[config.mk]
export PLATFORM = sky130hd
export DESIGN_NAME = reg_writeback_flat
export DESIGN_NICKNAME = d
export VERILOG_FILES = /design/src/rtl/wb_pkg.sv /design/src/rtl/reg_writeback_if.sv /design/src/rtl/reg_writeback_fwd_mux.sv /design/src/rtl/reg_writeback.sv /design/src/flat_wrapper.sv
export SDC_FILE = /design/constraint.sdc
export NUM_CORES = 1
export LEC_CHECK = 0
export BUFFER_PORTS_ARGS = -buffer_cell sky130_fd_sc_hd__buf_2
export CORE_MARGIN = 4
export CORE_UTILIZATION = 35
export CTS_CLUSTER_SIZE = 8
export DETAILED_ROUTE_END_ITERATION = 16
export MAX_ROUTING_LAYER = met4
export SETUP_SLACK_MARGIN = 0.05
export SYNTH_ARGS = -nofsm -noshare
export SYNTH_HDL_FRONTEND = slang
export SYNTH_HIERARCHICAL = 1
export SYNTH_SLANG_ARGS = --single-unit
[constraint.sdc]
create_clock -name clk -period 6.8 [get_ports clk]
set_input_delay 0 -clock clk [delete_from_list [all_inputs] [get_ports clk]]
set_output_delay 0 -clock clk [all_outputs]
set_load 0.01 [all_outputs]
[src/rtl/wb_pkg.sv]
// Shared types and constants for the register-file write-back sequencer.
package wb_pkg;

    typedef enum logic [1:0] {
        WB_NOP  = 2'd0,
        WB_ALU  = 2'd1,
        WB_LOAD = 2'd2,
        WB_SWAP = 2'd3
    } wb_op_t;

    typedef enum logic [1:0] {
        IDLE  = 2'd0,
        WRITE = 2'd1,
        SWAP1 = 2'd2,
        SWAP2 = 2'd3
    } wb_state_t;

    localparam int WB_CNT_W = 16;

    function automatic logic wb_op_is_write(input wb_op_t op);
        return (op == WB_ALU) || (op == WB_LOAD);
    endfunction

endpackage

[src/rtl/reg_writeback_if.sv]
// Request, register-file read/write and counter signals of the write-back sequencer.
interface reg_writeback_if #(
    parameter int PW = 4
);
    import wb_pkg::*;

    logic                req_valid;
    logic                req_ready;
    wb_op_t              req_op;
    logic [PW:0]         req_addr_a;
    logic [PW:0]         req_addr_b;
    logic [7:0]          alu_dat;
    logic [7:0]          mem_dat;
    logic [7:0]          rf_datA;
    logic [7:0]          rf_datB;
    logic                rf_wr_en;
    logic [PW:0]         rf_wr_addr;
    logic [7:0]          rf_dat;
    logic                rf_doSWAP;
    logic [WB_CNT_W-1:0] wb_cnt;

    // Upstream pipeline plus register-file read ports.
    modport master (
        output req_valid, req_op, req_addr_a, req_addr_b, alu_dat, mem_dat,
               rf_datA, rf_datB,
        input  req_ready, rf_wr_en, rf_wr_addr, rf_dat, rf_doSWAP, wb_cnt
    );

    // The write-back sequencer itself.
    modport slave (
        input  req_valid, req_op, req_addr_a, req_addr_b, alu_dat, mem_dat,
               rf_datA, rf_datB,
        output req_ready, rf_wr_en, rf_wr_addr, rf_dat, rf_doSWAP, wb_cnt
    );

endinterface

[src/rtl/reg_writeback_fwd_mux.sv]
// Forwards the in-flight register-file write to a read that targets the same
// address, since the register file has not committed it yet.
module wb_fwd_mux #(
    parameter int PW = 4
) (
    input  logic        wr_en_i,
    input  logic [PW:0] wr_addr_i,
    input  logic [7:0]  wr_dat_i,
    input  logic [PW:0] rd_addr_i,
    input  logic [7:0]  rd_dat_i,
    output logic [7:0]  fwd_dat_o
);

    always_comb begin
        fwd_dat_o = rd_dat_i;
        if (wr_en_i && (wr_addr_i == rd_addr_i)) begin
            fwd_dat_o = wr_dat_i;
        end
    end

endmodule

[src/rtl/reg_writeback.sv]
// Write-back sequencer driving the register file's single write port with
// registered ALU/LOAD writes and two-cycle SWAP sequences.
module reg_writeback
    import wb_pkg::*;
#(
    parameter int PW = 4
) (
    input  logic            clk,
    input  logic            reset,
    reg_writeback_if.slave  bus
);

    wb_state_t           state_q;
    logic                rf_wr_en_q;
    logic [PW:0]         rf_wr_addr_q;
    logic [7:0]          rf_dat_q;
    logic                rf_doswap_q;
    logic [WB_CNT_W-1:0] wb_cnt_q;
    logic [WB_CNT_W-1:0] wb_cnt_d;
    logic [PW:0]         swap_addr_a_q;
    logic [7:0]          hold_b_q;

    logic                accept;
    logic [7:0]          wr_dat_d;
    logic [7:0]          fwd_a;
    logic [7:0]          fwd_b;

    assign bus.req_ready = !reset && (state_q != SWAP1);
    assign accept        = bus.req_valid && bus.req_ready;
    assign wr_dat_d      = (bus.req_op == WB_LOAD) ? bus.mem_dat : bus.alu_dat;
    assign wb_cnt_d      = wb_cnt_q + WB_CNT_W'(rf_wr_en_q);

    wb_fwd_mux #(.PW(PW)) u_fwd_a (
        .wr_en_i   (rf_wr_en_q),
        .wr_addr_i (rf_wr_addr_q),
        .wr_dat_i  (rf_dat_q),
        .rd_addr_i (bus.req_addr_a),
        .rd_dat_i  (bus.rf_datA),
        .fwd_dat_o (fwd_a)
    );

    wb_fwd_mux #(.PW(PW)) u_fwd_b (
        .wr_en_i   (rf_wr_en_q),
        .wr_addr_i (rf_wr_addr_q),
        .wr_dat_i  (rf_dat_q),
        .rd_addr_i (bus.req_addr_b),
        .rd_dat_i  (bus.rf_datB),
        .fwd_dat_o (fwd_b)
    );

    always_ff @(posedge clk) begin
        if (reset) begin
            // NOTE: swap_addr_a_q/hold_b_q are only read in SWAP1 after being
            // loaded, so they are deliberately left out of reset.
            state_q      <= IDLE;
            rf_wr_en_q   <= 1'b0;
            rf_wr_addr_q <= '0;
            rf_dat_q     <= '0;
            rf_doswap_q  <= 1'b0;
            wb_cnt_q     <= '0;
        end else begin
            wb_cnt_q <= wb_cnt_d;
            if (state_q == SWAP1) begin
                state_q      <= SWAP2;
                rf_wr_en_q   <= 1'b1;
                rf_wr_addr_q <= swap_addr_a_q;
                rf_dat_q     <= hold_b_q;
                rf_doswap_q  <= 1'b1;
            end else if (accept && wb_op_is_write(bus.req_op)) begin
                state_q      <= WRITE;
                rf_wr_en_q   <= 1'b1;
                rf_wr_addr_q <= bus.req_addr_a;
                rf_dat_q     <= wr_dat_d;
                rf_doswap_q  <= 1'b0;
            end else if (accept && (bus.req_op == WB_SWAP)) begin
                // First swap write goes to addr_b; the addr_a write follows in SWAP1.
                state_q       <= SWAP1;
                rf_wr_en_q    <= 1'b1;
                rf_wr_addr_q  <= bus.req_addr_b;
                rf_dat_q      <= fwd_a;
                rf_doswap_q   <= 1'b1;
                swap_addr_a_q <= bus.req_addr_a;
                hold_b_q      <= fwd_b;
            end else begin
                state_q     <= IDLE;
                rf_wr_en_q  <= 1'b0;
                rf_doswap_q <= 1'b0;
            end
        end
    end

    assign bus.rf_wr_en   = rf_wr_en_q;
    assign bus.rf_wr_addr = rf_wr_addr_q;
    assign bus.rf_dat     = rf_dat_q;
    assign bus.rf_doSWAP  = rf_doswap_q;
    assign bus.wb_cnt     = wb_cnt_q;

endmodule

[src/flat_wrapper.sv]
// flat-port wrapper written by rule: the top's interface ports become plain ports
module reg_writeback_flat import wb_pkg::*;
#(
    parameter int PW = 4
)
  (clk, reset, bus_req_valid, bus_req_op, bus_req_addr_a, bus_req_addr_b, bus_alu_dat, bus_mem_dat, bus_rf_datA, bus_rf_datB, bus_req_ready, bus_rf_wr_en, bus_rf_wr_addr, bus_rf_dat, bus_rf_doSWAP, bus_wb_cnt);
  reg_writeback_if #(.PW(PW)) bus_i ();
  input  logic clk;
  input  logic reset;
  input wire logic [$bits(bus_i.req_valid)-1:0] bus_req_valid;
  input wire logic [$bits(bus_i.req_op)-1:0] bus_req_op;
  input wire logic [$bits(bus_i.req_addr_a)-1:0] bus_req_addr_a;
  input wire logic [$bits(bus_i.req_addr_b)-1:0] bus_req_addr_b;
  input wire logic [$bits(bus_i.alu_dat)-1:0] bus_alu_dat;
  input wire logic [$bits(bus_i.mem_dat)-1:0] bus_mem_dat;
  input wire logic [$bits(bus_i.rf_datA)-1:0] bus_rf_datA;
  input wire logic [$bits(bus_i.rf_datB)-1:0] bus_rf_datB;
  output wire logic [$bits(bus_i.req_ready)-1:0] bus_req_ready;
  output wire logic [$bits(bus_i.rf_wr_en)-1:0] bus_rf_wr_en;
  output wire logic [$bits(bus_i.rf_wr_addr)-1:0] bus_rf_wr_addr;
  output wire logic [$bits(bus_i.rf_dat)-1:0] bus_rf_dat;
  output wire logic [$bits(bus_i.rf_doSWAP)-1:0] bus_rf_doSWAP;
  output wire logic [$bits(bus_i.wb_cnt)-1:0] bus_wb_cnt;
  assign bus_i.req_valid = bus_req_valid;
  assign bus_i.req_op = bus_req_op;
  assign bus_i.req_addr_a = bus_req_addr_a;
  assign bus_i.req_addr_b = bus_req_addr_b;
  assign bus_i.alu_dat = bus_alu_dat;
  assign bus_i.mem_dat = bus_mem_dat;
  assign bus_i.rf_datA = bus_rf_datA;
  assign bus_i.rf_datB = bus_rf_datB;
  assign bus_req_ready = bus_i.req_ready;
  assign bus_rf_wr_en = bus_i.rf_wr_en;
  assign bus_rf_wr_addr = bus_i.rf_wr_addr;
  assign bus_rf_dat = bus_i.rf_dat;
  assign bus_rf_doSWAP = bus_i.rf_doSWAP;
  assign bus_wb_cnt = bus_i.wb_cnt;
  reg_writeback #(.PW(PW)) u_core (.clk(clk), .reset(reset), .bus(bus_i));
endmodule
==> results of run 1 <==
-- state kept, by name, indices dropped and copies added (netlist names) --
register	flops
u_core/swap_addr_a_q	5
u_core/bus.wb_cnt	16
u_core/bus.rf_wr_addr	5
u_core/bus.rf_dat	8
u_core/state_q	2
u_core/hold_b_q	8
u_core/bus.rf_wr_en	1
-- cells in the final DEF, fill, tap and decap left out, types with 8 or more instances in the layout --
cell	n
mux2i_1	8
o211ai_1	8
dfxtp_1	32
buf_2	78
a211oi_1	13
a21oi_1	11
xor2_1	12
xnor2_1	10
mux2_2	16
nor2_1	29
dlygate4sd3_1	8
nand2_1	13
edfxtp_1	13
nor2b_1	9
-- worst reg2reg max path: cells and delay by family, from the launching register on --
kind	cells	cell delay, ps
compound gates	2	300
mux	1	410
flops	1	350
simple gates	2	850
xor+xnor	1	150
-- cell families after synthesis --
family	Yosys count	share of synthesized area, %
AOI/OAI and AO/OA	41	12.0
xor gates and xnor gates	22	8.21
adders and majority gates	4	2.13
buffers and inverters	18	3.57
DFF	45	43.9
muxes	24	11.1
and+or+nand+nor	85	19.0
-- per-layer routing --
metal  part of all wire, %  track usage (%)
met5                     0                -
met4                  0.61             3.70
met3                   5.5             2.92
met2                    47             25.1
met1                    47             19.1
-- through the flow --
stage          instances  power (uW)
2_1_floorplan        239         348
3_3_place_gp         382         381
3_5_place_dp         382         383
4_1_cts              397         545
5_1_grt              397         565
6_report             397         536
-- worst paths after layout --
check	from	to	slack [ps]
worst max register to register	u_core/bus.rf_wr_addr[4]	u_core/bus.rf_dat[6]	4590
worst max-delay path	bus_req_addr_a[4]	u_core/bus.rf_dat[6]	4570
worst min register to register	u_core/bus.wb_cnt[15]	u_core/bus.wb_cnt[15]	480
worst min-delay path	bus_rf_datB[7]	u_core/hold_b_q[7]	7
-- power by group --
group | internal (uW) | switching, uW | total, uW
clock | 69.5 | 87.3 | 157
sequential | 285 | 8.67 | 294
combinational | 42.0 | 44.0 | 86.1
-- final cells by class --
type / count / area (um^2)
tap: 77 / 96.3
inverter: 3 / 11.3
clock inverter: 1 / 3.75
fill: 622 / 3480
multi-input combinational: 176 / 1240
sequential: 45 / 1030
timing repair buffer: 89 / 493
clock buffer: 6 / 72.6
-- timing repair --
action	CTS	global route
endpoints found under the hold margin	8	0
hold buffers	8	0
resized for setup	0	0
==> results.md, run 1 <==
* Pin count of the biggest net entering global routing at 41
* Setup violators final at 0
* Core area at 6420 um^2
* Synth area leader: dfxtp_1
* Peak Freq at 0.448 GHz
* Area growth syn-to-layout at 25.5%
* Max Cap Viol at 0
* Setup WS post-layout at 4570 ps
* Port Buffers at 78
* Antenna cell count at 0
* Vias at 2049
* DP Area at 2790 um^2
* Post-CTS setup buffers at 0
* Delay-heaviest family, CP: simple AND/OR/NAND/NOR gates
* Fraction of layout cells with a size suffix above 1 at 33.4%
* Avg WL per Cell at 14.8 um
* Starting Density at 36.5%
* Clock tree from TritonCTS: yes
* RSZ-0062 raised after global routing: false
* Synth warn at 6
* Max Fanout on Critical Path at 8
* Worst-margin pin slew at 728 ps
* Post-synthesis register bit count at 45
* H-tree level count at 2
* Maximum root-to-sink buffer count at 2
* Setup TNS at 0 ps
* Die ar. at 8080 um^2
* Netlist Area Pre-Place at 2350 um^2
* Worst vdd ir at 0.0899 mV
* Library cells used by synthesis at 37
* Critical path depth at 8
* Crit-path max cell delay at 530 ps
* Pins Over Slew Limit at 0
* Initial antenna violation count at 0
* Root buffer cell: clkbuf_8
* FFs w/ async S/R, synth at 0%
* Final core occ at 45.8%
* First-pass GRT wire length at 9.85 mm
* Share of the synthesized area in the top cell type at 27.3%
* Chip height at 89.9 um
* Ports at 79
* FP Rows at 29
* Slowest CP cell: dlygate4sd3_1
* Post-synth EDFFs at 13
* WL final at 5.87 mm
* Clock network latency to the later pin of the worst-skew pair at 290 ps
* RePlAce Congestion at 0.815
* Final #Nets at 371
* Final Critical Period at 2230 ps
* Final hold violations at 0
* Die X-Extent at 89.9 um
* Hold Path Class: in2reg
* CTS sink cnt at 45
* HPWL Detailed at 4.26 mm
* Post-Syn Area per Cell at 9.82 um^2
* Total CTS buffers at 5
* Register area share after synthesis at 43.9%
* Most frequent cell after synthesis: dfxtp_1
* WHS at 7.15 ps
* Crit path DAT at 2380 ps
* Number of global-route vias before repair at 2126
* Post-route cell area at 2940 um^2
* Final worst-path cycle share at 32.9%
* Routed vias/inst at 5.16
* CTS clk-pin slew, worst paths at 80 ps
* Worst EP required at 6940 ps
* Critical-path cell list: dlygate4sd3_1 -> buf_2 -> xor2_1 -> nor4_1 -> and3_1 -> mux2_2 -> o211ai_1 -> a211oi_1
* GR Overflow Total at 0
* Slew headroom at 51.5%
* Synth top area cells: dfxtp_1 (27%), edfxtp_1 (17%), mux2_2 (7.7%)
* LEAKAGE at 0.00121 uW
* Status: finished, final reports clean
* PD cells at 182 nW/um^2
* Pre-CTS WS at 4620 ps
* Total GRT Usage at 15.1%
* Cell depth of the worst flop-to-flop path at 6
* Startpoint Class: input pin
* Mapped Nets at 290
* Crit Path Class: in2reg
* Antenna-violating nets left at 0
* Synth top cells by count: dfxtp_1 (32), nor2_1 (29), mux2_2 (16)
* Setup Skew at 7.18 ps
* CP endpoint kind: flop
* Syn Inst Count at 239
* DRC viols at 0
* WHS Path Cells at 2
* Initial drt markers at 89
* DR pass1 iterations at 4
* Post-synth top flop: dfxtp_1
* Bufs and invs on worst path at 2
(Power assumes the default switching activity.)
==> run 2, diff against run 1 <==
==> constraint.sdc (replaced) <==
create_clock -name clk -period 2.1 [get_ports clk]
set_input_delay 0 -clock clk [delete_from_list [all_inputs] [get_ports clk]]
set_output_delay 0 -clock clk [all_outputs]
set_load 0.01 [all_outputs]
==> run 2 against run 1 <==
Power grew to 3.5 times the previous value; sequential power rose to 3.2 times the previous value; cell count is 3.0% higher; flip-flop and latch count did not move; sequential share of layout area decreased by 1.5 points; die area stayed put; non-clock buffer count up 11; critical path type unchanged; highest routed layer unchanged.
==> results.md, run 2 (same netlist as run 1, synthesis figures left out) <==
* Crit-path max cell delay at 540 ps
* Worst EP required at 2270 ps
* PD cells at 617 nW/um^2
* Crit Path Class: in2reg
* DP Area at 2850 um^2
* Chip height at 89.9 um
* GR Overflow Total at 0
* Avg WL per Cell at 14.6 um
* Setup violators final at 0
* Area growth syn-to-layout at 31.1%
* Total GRT Usage at 15.5%
* Setup crit start: bus_req_addr_a[4]
* FP Rows at 29
* DR pass1 iterations at 4
* Worst-margin pin slew at 519 ps
* Maximum root-to-sink buffer count at 2
* Crit path DAT at 2110 ps
* Antenna cell count at 0
* Max Cap Viol at 0
* CP endpoint kind: flop
* RSZ-0062 raised after global routing: true
* Reg2reg end: u_core/bus.rf_dat[4]
* Root buffer cell: clkbuf_8
* Post-CTS setup buffers at 0
* Number of flip-flops in the largest register at 16
* DRC viols at 0
* Worst Hold Launch: bus_rf_datB[4]
* H-tree level count at 2
* First-pass GRT wire length at 10.1 mm
* Setup TNS at 0 ps
* Startpoint Class: input pin
* Psw at 476 uW
* WHS Path Cells at 2
* Die X-Extent at 89.9 um
* Vias at 2035
* Hold Path Class: in2reg
* Worst vdd ir at 0.368 mV
* Reg2reg setup slack at 200 ps
* Port Buffers at 78
* Clock tree from TritonCTS: yes
* Combinational share of power at 15.7%
* Number of global-route vias before repair at 2101
* Final #Nets at 382
* Placed instance count at 390
* Antenna-violating nets left at 0
* Initial drt markers at 35
* Cell depth of the worst flop-to-flop path at 7
* Switching Fraction at 25.1%
* Total CTS buffers at 5
* Delay-heaviest family, CP: buffers and inverters
* Pins Over Slew Limit at 0
* WHS Endpoint: u_core/hold_b_q[4]
* Status: finished, final reports clean
* Fraction of layout cells with a size suffix above 1 at 35.8%
* Most frequent cells in the layout: buf_2 (78), dfxtp_1 (32), nor2_1 (29)
* Non-Filler Instances at 409
* CTS clk-pin slew, worst paths at 90 ps
* Max Fanout on Critical Path at 8
* CTS sink cnt at 45
* Critical-path cell list: dlygate4sd3_1 -> buf_2 -> xor2_1 -> nor4_2 -> and3_1 -> buf_4 -> mux2_2 -> o211ai_1 -> a211oi_1
* Initial antenna violation count at 0
* Ports at 79
* Pin count of the biggest net entering global routing at 23
* Routed vias/inst at 4.98
* LEAKAGE at 0.00128 uW
* RePlAce Congestion at 0.806
* Commonest non-fill, non-tap cell in the layout: buf_2
* Slowest CP cell: dlygate4sd3_1
* Clock network latency to the later pin of the worst-skew pair at 300 ps
* Peak Freq at 0.516 GHz
* Slew headroom at 65.4%
* Final hold violations at 0
* Part of the power in registers at 50.0%
* Post-route cell area at 3080 um^2
* Clk pwr share at 34.4%
* Final worst-path cycle share at 92.2%
* Setup Skew at 10.8 ps
* Bufs and invs on worst path at 3
* HPWL Detailed at 4.35 mm
* Crit Reg-Reg Startpoint: u_core/bus.rf_wr_addr[4]
* Starting Density at 36.5%
* WHS at 11.3 ps
* Die ar. at 8080 um^2
* Core area at 6420 um^2
* Final Critical Period at 1940 ps
* WL final at 5.98 mm
* Int Power at 1420 uW
## run 2: layer usage
metal  vias to the layer above  track usage (%)  part of all wire, %  wire, um
met2                        57             24.7                   46      2750
li1                       1042                -                    -         -
met1                       933             20.3                   48      2890
met4                         0             3.19                 0.35        21
met5                         -                -                    0         0
met3                         3             3.51                  5.1       305
## run 2: timing repair
| action | in CTS | in global routing |
|---|---|---|
| endpoints found under the setup margin | 0 | 16 |
| hold endpoints to repair | 11 | 0 |
| hold buffers | 11 | 0 |
| resized for setup | 0 | 2 |
## run 2: worst max-delay path by stage
stage / to / cells after the start
finish: u_core/bus.rf_dat[4] / 9
global placement: u_core/hold_b_q[6] / 4
floorplan: u_core/hold_b_q[0] / 4
CTS: u_core/hold_b_q[5] / 4
detailed placement: u_core/hold_b_q[5] / 4
global route: u_core/bus.rf_dat[3] / 9
## run 2: through the flow
step	utilization (%)	worst slack (ps)	power (uW)
after floorplan	-	278	1130
after global placement	44.3	175	1250
after detailed placement	44.3	164	1250
after CTS	47.8	139	1920
after global routing	47.9	28.2	1990
final	47.9	164	1900
## run 2: cell type report
class / instances / area (um^2)
tap: 77 / 96.3
fill: 605 / 3350
clock buffer: 5 / 68.8
clock inverter: 3 / 41.3
timing repair buffer: 100 / 583
multi-input combinational: 176 / 1240
inverter: 3 / 11.3
sequential: 45 / 1030
## run 2: power groups by stage
stage / registers [uW] / clock network (uW) / logic (uW)
6_report: 949 / 652 / 298
5_1_grt: 954 / 705 / 334
4_1_cts: 949 / 673 / 297
3_5_place_dp: 969 / 0 / 281
3_3_place_gp: 968 / 0 / 278
2_1_floorplan: 977 / 0 / 149
